--- config.mk ---
export PLATFORM = sky130hd
export DESIGN_NAME = multiword_add_sequencer
export DESIGN_NICKNAME = d
export VERILOG_FILES = /design/src/rtl/multiword_add_sequencer.sv
export SDC_FILE = /design/constraint.sdc
export NUM_CORES = 1
export LEC_CHECK = 0
export CAP_MARGIN = 15
export CORE_ASPECT_RATIO = 0.75
export CORE_UTILIZATION = 40
export CTS_CLUSTER_DIAMETER = 30
export DETAILED_ROUTE_END_ITERATION = 8
export HOLD_SLACK_MARGIN = 0.06
export PLACE_DENSITY = 0.65
export SYNTH_ARGS = -nofsm -noshare
export SYNTH_HDL_FRONTEND = slang
export SYNTH_SLANG_ARGS = --single-unit
--- constraint.sdc ---
create_clock -name clk -period 3.7 [get_ports clk]
set_input_delay 0.74 -clock clk [delete_from_list [all_inputs] [get_ports clk]]
set_output_delay 0.74 -clock clk [all_outputs]
set_load 0.01 [all_outputs]
--- src/rtl/multiword_add_sequencer.sv ---
// Wide (32*WORDS-bit) add/subtract built by stepping one shared 32-bit adder
// over the operand words, least-significant first, with the carry registered between words.

module mwas_adder32 (
    input  logic [31:0] a,
    input  logic [31:0] b,
    input  logic        cin,
    output logic [31:0] sum,
    output logic        cout,
    output logic        overflow
);
    logic [32:0] full_s;

    assign full_s   = {1'b0, a} + {1'b0, b} + {32'd0, cin};
    assign sum      = full_s[31:0];
    assign cout     = full_s[32];
    assign overflow = (a[31] == b[31]) && (full_s[31] != a[31]);
endmodule

module multiword_add_sequencer #(
    parameter int WORDS = 4
) (
    input  logic                clk,
    input  logic                rst_n,
    input  logic                start,
    input  logic                sub,
    input  logic                cin,
    input  logic [32*WORDS-1:0] op_a,
    input  logic [32*WORDS-1:0] op_b,
    output logic                busy,
    output logic                done,
    output logic [32*WORDS-1:0] result,
    output logic                cout,
    output logic                overflow
);
    localparam int IDX_W = (WORDS > 1) ? $clog2(WORDS) : 1;
    localparam logic [IDX_W-1:0] LAST_IDX = IDX_W'(WORDS - 1);

    typedef enum logic [0:0] {
        IDLE = 1'b0,
        RUN  = 1'b1
    } state_t;

    state_t                  state_r;
    state_t                  state_next_s;
    logic [IDX_W-1:0]        idx_r;
    logic                    carry_r;
    logic [WORDS-1:0][31:0]  a_r;
    logic [WORDS-1:0][31:0]  b_r;
    logic [WORDS-1:0][31:0]  sum_r;
    logic [WORDS-1:0][31:0]  sum_merge_s;
    logic [31:0]             add_sum_s;
    logic                    add_cout_s;
    logic                    add_ovf_s;
    logic                    accept_s;
    logic                    last_s;
    logic                    busy_r;
    logic                    done_r;
    logic [32*WORDS-1:0]     result_r;
    logic                    cout_r;
    logic                    ovf_r;

    assign accept_s = (state_r == IDLE) && start;
    assign last_s   = (state_r == RUN) && (idx_r == LAST_IDX);

    mwas_adder32 u_adder (
        .a        (a_r[idx_r]),
        .b        (b_r[idx_r]),
        .cin      (carry_r),
        .sum      (add_sum_s),
        .cout     (add_cout_s),
        .overflow (add_ovf_s)
    );

    // Next-state decode: RUN lasts exactly WORDS cycles
    always_comb begin
        state_next_s = state_r;
        case (state_r)
            IDLE: begin
                if (start) state_next_s = RUN;
                else       state_next_s = IDLE;
            end
            RUN: begin
                if (idx_r == LAST_IDX) state_next_s = IDLE;
                else                   state_next_s = RUN;
            end
            default: state_next_s = IDLE;
        endcase
    end

    // Working sum with the current word folded in, so completion publishes every word at once
    always_comb begin
        sum_merge_s        = sum_r;
        sum_merge_s[idx_r] = add_sum_s;
    end

    // State register; busy is registered from the next-state decode
    always_ff @(posedge clk or negedge rst_n) begin
        if (!rst_n) begin
            state_r <= IDLE;
            busy_r  <= 1'b0;
        end else begin
            state_r <= state_next_s;
            busy_r  <= (state_next_s == RUN);
        end
    end

    // Operand capture, per-word accumulation and completion outputs
    always_ff @(posedge clk or negedge rst_n) begin
        if (!rst_n) begin
            idx_r    <= '0;
            carry_r  <= 1'b0;
            a_r      <= '0;
            b_r      <= '0;
            sum_r    <= '0;
            done_r   <= 1'b0;
            result_r <= '0;
            cout_r   <= 1'b0;
            ovf_r    <= 1'b0;
        end else if (accept_s) begin
            // Subtraction is A + ~B + 1: invert B once here, force the initial carry
            a_r     <= op_a;
            b_r     <= sub ? ~op_b : op_b;
            carry_r <= sub ? 1'b1 : cin;
            idx_r   <= '0;
            sum_r   <= '0;
            done_r  <= 1'b0;
        end else if (state_r == RUN) begin
            sum_r[idx_r] <= add_sum_s;
            carry_r      <= add_cout_s;
            if (last_s) begin
                idx_r    <= '0;
                result_r <= sum_merge_s;
                cout_r   <= add_cout_s;
                ovf_r    <= add_ovf_s;
                done_r   <= 1'b1;
            end else begin
                idx_r  <= idx_r + IDX_W'(1);
                done_r <= 1'b0;
            end
        end else begin
            done_r <= 1'b0;
        end
    end

    assign busy     = busy_r;
    assign done     = done_r;
    assign result   = result_r;
    assign cout     = cout_r;
    assign overflow = ovf_r;
endmodule

==> results.md <==
- In the routed design, unresolved DRC markers number 0.
- By area the synthesized netlist is led by sky130_fd_sc_hd__dfrtp_1 52%, sky130_fd_sc_hd__nand2_1 12%, sky130_fd_sc_hd__mux4_2 6.2%.
- In the final layout, the share of cells above drive strength 1 is 16.8%.
- The number of top-level pins is approximately 390.
- The starting DRC count in detailed routing is 1,552.
- The number of global-route vias before repair came to ~19,000.
- The top flip-flop cell by instance count after synthesis is sky130_fd_sc_hd__dfrtp_1.
- By startpoint and endpoint, the worst setup path is classified as flip-flop to flip-flop.
- For the worst flop-to-flop path, the logic depth is 12.
- For the worst setup path, the data required time is around 4.2 ns.
- The count of buffers from port buffering is around 390.
- The number of cells in the design after placement is about 3,400.
- After clock tree synthesis, the flow added hold-fix buffers numbering 0.
- The number of register bits inferred by synthesis is between 400 and 500.
- When the netlist entered floorplanning its net count stood at around 2,600.
- The clock insertion delay at the later pin of the skew report is about 0.64 ns.
- Global routing consumed, over all layers together, between 20 and 25% of the routing resources.
- On the final layout, the worst clock skew is 0.0263 ns.
- Across the whole layout, storage elements account for around 12,000 µm².
- Across all layers, the routed design uses ~19,000 vias.
- After global routing the overflow that remains totals 0.
- During synthesis, Yosys emitted a total of 0 warnings.
- Counting along the longest clock path gives a buffer depth of 3.
- The count of placed standard cells in the final layout, fillers left out is 3,626.
- The internal reg-to-reg setup slack is between 0.09 and 0.1 ns.
- The part of the power in registers is a little under a quarter.
- Across the run, the number of max-cap violations was 0.
- The biggest area contributor in the post-synthesis netlist is sky130_fd_sc_hd__dfrtp_1.
- The area of the multi-input gates is 10,700 µm².
- Detailed placement ended at an HPWL of 50.5 mm.
- The average via count per standard cell is about 5.2.
- The number of enable flip-flop cells after synthesis is 0.
- The effective utilization at floorplan is 40.5%.
- The worst hold-check path type is input pin to async pin.
- The main combinational cell family by area after synthesis is simple AND/OR/NAND/NOR gates.
- The startpoint kind of the worst setup timing path is a flip-flop.
- The clock-pin transition on the worst setup and hold timing paths is ~0.05 ns.
- The library cell used as clock root buffer is sky130_fd_sc_hd__clkbuf_16.
- In the final routed layout, each cell accounts on average for approximately 20 µm.
- CTS saw around 500 sinks.
- The static leakage is 14.6 nW.
- The proportion of netlist area held by the largest area contributor is 52.3%.
- Setup violations remaining at the end of the flow were counted as 0.
- The commonest cells after synthesis are 766 x sky130_fd_sc_hd__nand2_1, 487 x sky130_fd_sc_hd__dfrtp_1, 207 x sky130_fd_sc_hd__o21ai_0.
- In this run the worst path has a maximum fanout of 7.
- The sum of internal, switching and leakage power is around 41 mW.
- The switching fraction of total power is 41.7%.
- Power spread over the standard cell area amounts to 1250 nW/µm².
- Averaged over all synthesized cells, the footprint is 10.1 µm².
- Summing the areas of all and, or, nand and nor instances in the mapped netlist gives between 15 and 20% of the synthesized area.
- Synthesis instantiated 74 different standard cells from the library.
- In the finished design, the share of the clock period the worst path needs comes to a little over nine tenths.
- The total clock buffers created by CTS is 97.
- The minimum clock period after layout is 3.60 ns.
- The most critical setup path has its endpoint at result[126].
- The post-detailed-routing wire length is about 72 mm.
- STA classifies the critical path endpoint as a flip-flop.
- Measured along the y axis, the die boundary spans about 210 µm.
- The largest net degree at the start of global routing is 215.
- The pre-antenna-repair detailed-routing pass consisted of 6 iterations.
- The worst register-to-register path begins at idx_r[0].
- Cell internal power was estimated by the tool at roughly 24 mW.
- The logic gate share of total power is 54.7%.
- The relative contribution of the clock network to total power is between 20% and 30%.
- The async set-reset flop share out of synthesis is between 90% and 100%.
- After the last flow step, the layout net total stands at around 3,000.
- Summed over all nets, the switching power comes to 16.9 mW.
- The total area inside the core boundary comes to between 50,000 and 60,000 µm².
- The detail route stage leaves a number of antenna-violating nets equal to 0.
- The number of pins exceeding their max-slew limit in the final report was 0.
- The relative slew slack is a little under half.
- The congestion estimate from routability-driven global placement came to ~0.87.
- The post-synthesis share of cell area spent on xor and xnor gates is between 6 and 7%.
- The maximum vdd ir drop is slightly above 0.7 mV.
- STA puts the critical path data arrival time at between 4 and 5 ns.
- The count of final hold-check violations is 0.
- Sequential cells were found to cover a little over half of the synthesized design area.
- The worst setup path startpoint is idx_r[0].
- Based on the critical path, the design can be clocked at up to about 280 MHz.
- The total number of placement rows is between 70 and 80.
- After filler insertion, the fill cell instance count of the layout stands at slightly below 5,000.
- The floorplan step set the die width to 281 µm.
- The clock tree from TritonCTS is yes.
- The first-pass GRT wire length is approximately 110 mm.
- Of the total synthesized cell area, the portion taken by full adders, half adders and majority gates is 2.05%.
- The number of antenna violations at the first check in global routing is 7.
- The core occupancy in the finished layout is between 50% and 60%.
- The instance count of the mapped netlist is between 2,000 and 2,500.
- The floorplan step defined a die boundary enclosing 59,200 µm².
- The area fraction in compound gates after synthesis is roughly an eighth.
- The final worst hold slack is ~0.16 ns.
- The endpoint identified for the worst register-to-register timing path is result[126].
- The mux share of post-synthesis cell area is slightly above 9%.
- The flow ran to the end, and the final reports show no timing, DRC or antenna violations.
- The level count of the clock H-tree is 3.
- At the pin with the least slew margin, the transition time is 0.810 ns.
- From synthesis to final layout, the design area changed by 38.9%.
- In the post-synthesis netlist, the cell with the most instances is sky130_fd_sc_hd__nand2_1.
- The cell area after technology mapping is between 20,000 and 25,000 µm².
cell families (layout without fill, tap and decap cells):
logic type	after synthesis	in the layout
buf+inv	169	696
compound gates	446	446
fa+ha+maj	37	37
flops	487	487
mux	129	129
xor+xnor	156	156
other cells	0	1
simple gates	894	894
worst min path at each step:
stage / from / end / slack [ns] / depth (start not counted)
floorplan: rst_n / a_r[0] / 0.44 / 0
detailed placement: sum_r[94] / sum_r[94] / 0.46 / 2
finish: rst_n / b_r[121] / 0.16 / 1
CTS: rst_n / b_r[121] / 0.17 / 1
global placement: a_r[88] / a_r[88] / 0.45 / 2
global route: rst_n / b_r[121] / 0.20 / 1
final cells by class:
type | instances | share of cell area (%)
Tap cell | 780 | 3.02
Inverter | 7 | 0.0812
Multi-Input combinational cell | 1662 | 33.1
Timing Repair Buffer | 506 | 15.5
Sequential cell | 487 | 37.7
Antenna cell | 1 | 0.00773
Clock buffer | 128 | 8.23
Clock inverter | 55 | 2.39
cells in the final DEF, fill, tap and decap left out, drive strengths merged, types with 37 or more instances in the layout:
| cell | instances |
|---|---|
| a21oi | 79 |
| a22o | 63 |
| buf | 116 |
| clkbuf | 128 |
| clkdlybuf4s50 | 390 |
| dfrtp | 487 |
| mux2 | 55 |
| mux4 | 64 |
| nand2 | 768 |
| nor3b | 37 |
| o21ai | 259 |
| xnor2 | 143 |
per-layer routing:
metal | wire length (µm) | GRT usage (%)
met1 | 32000 | 34.4
met2 | 34100 | 39.3
met3 | 4450 | 5.09
met4 | 1650 | 6.99
met5 | 53 | 0
state kept, by name (all words and copies together), names as in the netlist:
name and cells:
a_r 128, idx_r 2, b_r 128, overflow 1, done 1, result 128
busy 1, sum_r 96, carry_r 1, cout 1
critical path: stages (launching register included):
cell                      delay, ns
sky130_fd_sc_hd__dfrtp_4       0.47
sky130_fd_sc_hd__mux4_2        0.53
sky130_fd_sc_hd__fa_2          0.40
sky130_fd_sc_hd__fa_2          0.41
sky130_fd_sc_hd__a21oi_2       0.19
sky130_fd_sc_hd__o211a_4       0.21
sky130_fd_sc_hd__nor4_4        0.05
sky130_fd_sc_hd__o31a_1        0.32
sky130_fd_sc_hd__or3b_4        0.40
sky130_fd_sc_hd__nand2_2       0.12
sky130_fd_sc_hd__xor2_4        0.18
sky130_fd_sc_hd__buf_12        0.15
sky130_fd_sc_hd__o21ai_2       0.05
timing repair:
| action | 4_1_cts | 5_1_grt |
|---|---|---|
| cloned | 1 | 0 |
| pin swaps | 0 | 6 |
| gates resized for setup | 3 | 32 |
| buffers inserted | 1 | 12 |
| endpoints found under the setup margin | 11 | 107 |
power groups by stage:
| stage | Clock (mW) | Combinational, mW | Sequential [mW] |
|---|---|---|---|
| finish | 9.06 | 22.2 | 9.32 |
| global route | 9.49 | 24.1 | 9.59 |
| CTS | 9.19 | 21.6 | 9.33 |
| detailed placement | 0 | 21.3 | 9.36 |
| global placement | 0 | 20.9 | 9.26 |
| floorplan | 0 | 12.3 | 9.06 |
through the flow:
stage	area, µm²	TNS [ns]	setup slack (ns)
2_1_floorplan	23300	0	0.0466
3_3_place_gp	28600	0	0.0264
3_5_place_dp	28600	-0.196	-0.0799
4_1_cts	32100	-0.00119	-0.00119
5_1_grt	32400	-0.0110	-0.00516
6_report	32400	0	0.0983
Note: power is estimated with default switching activity, not from simulation.
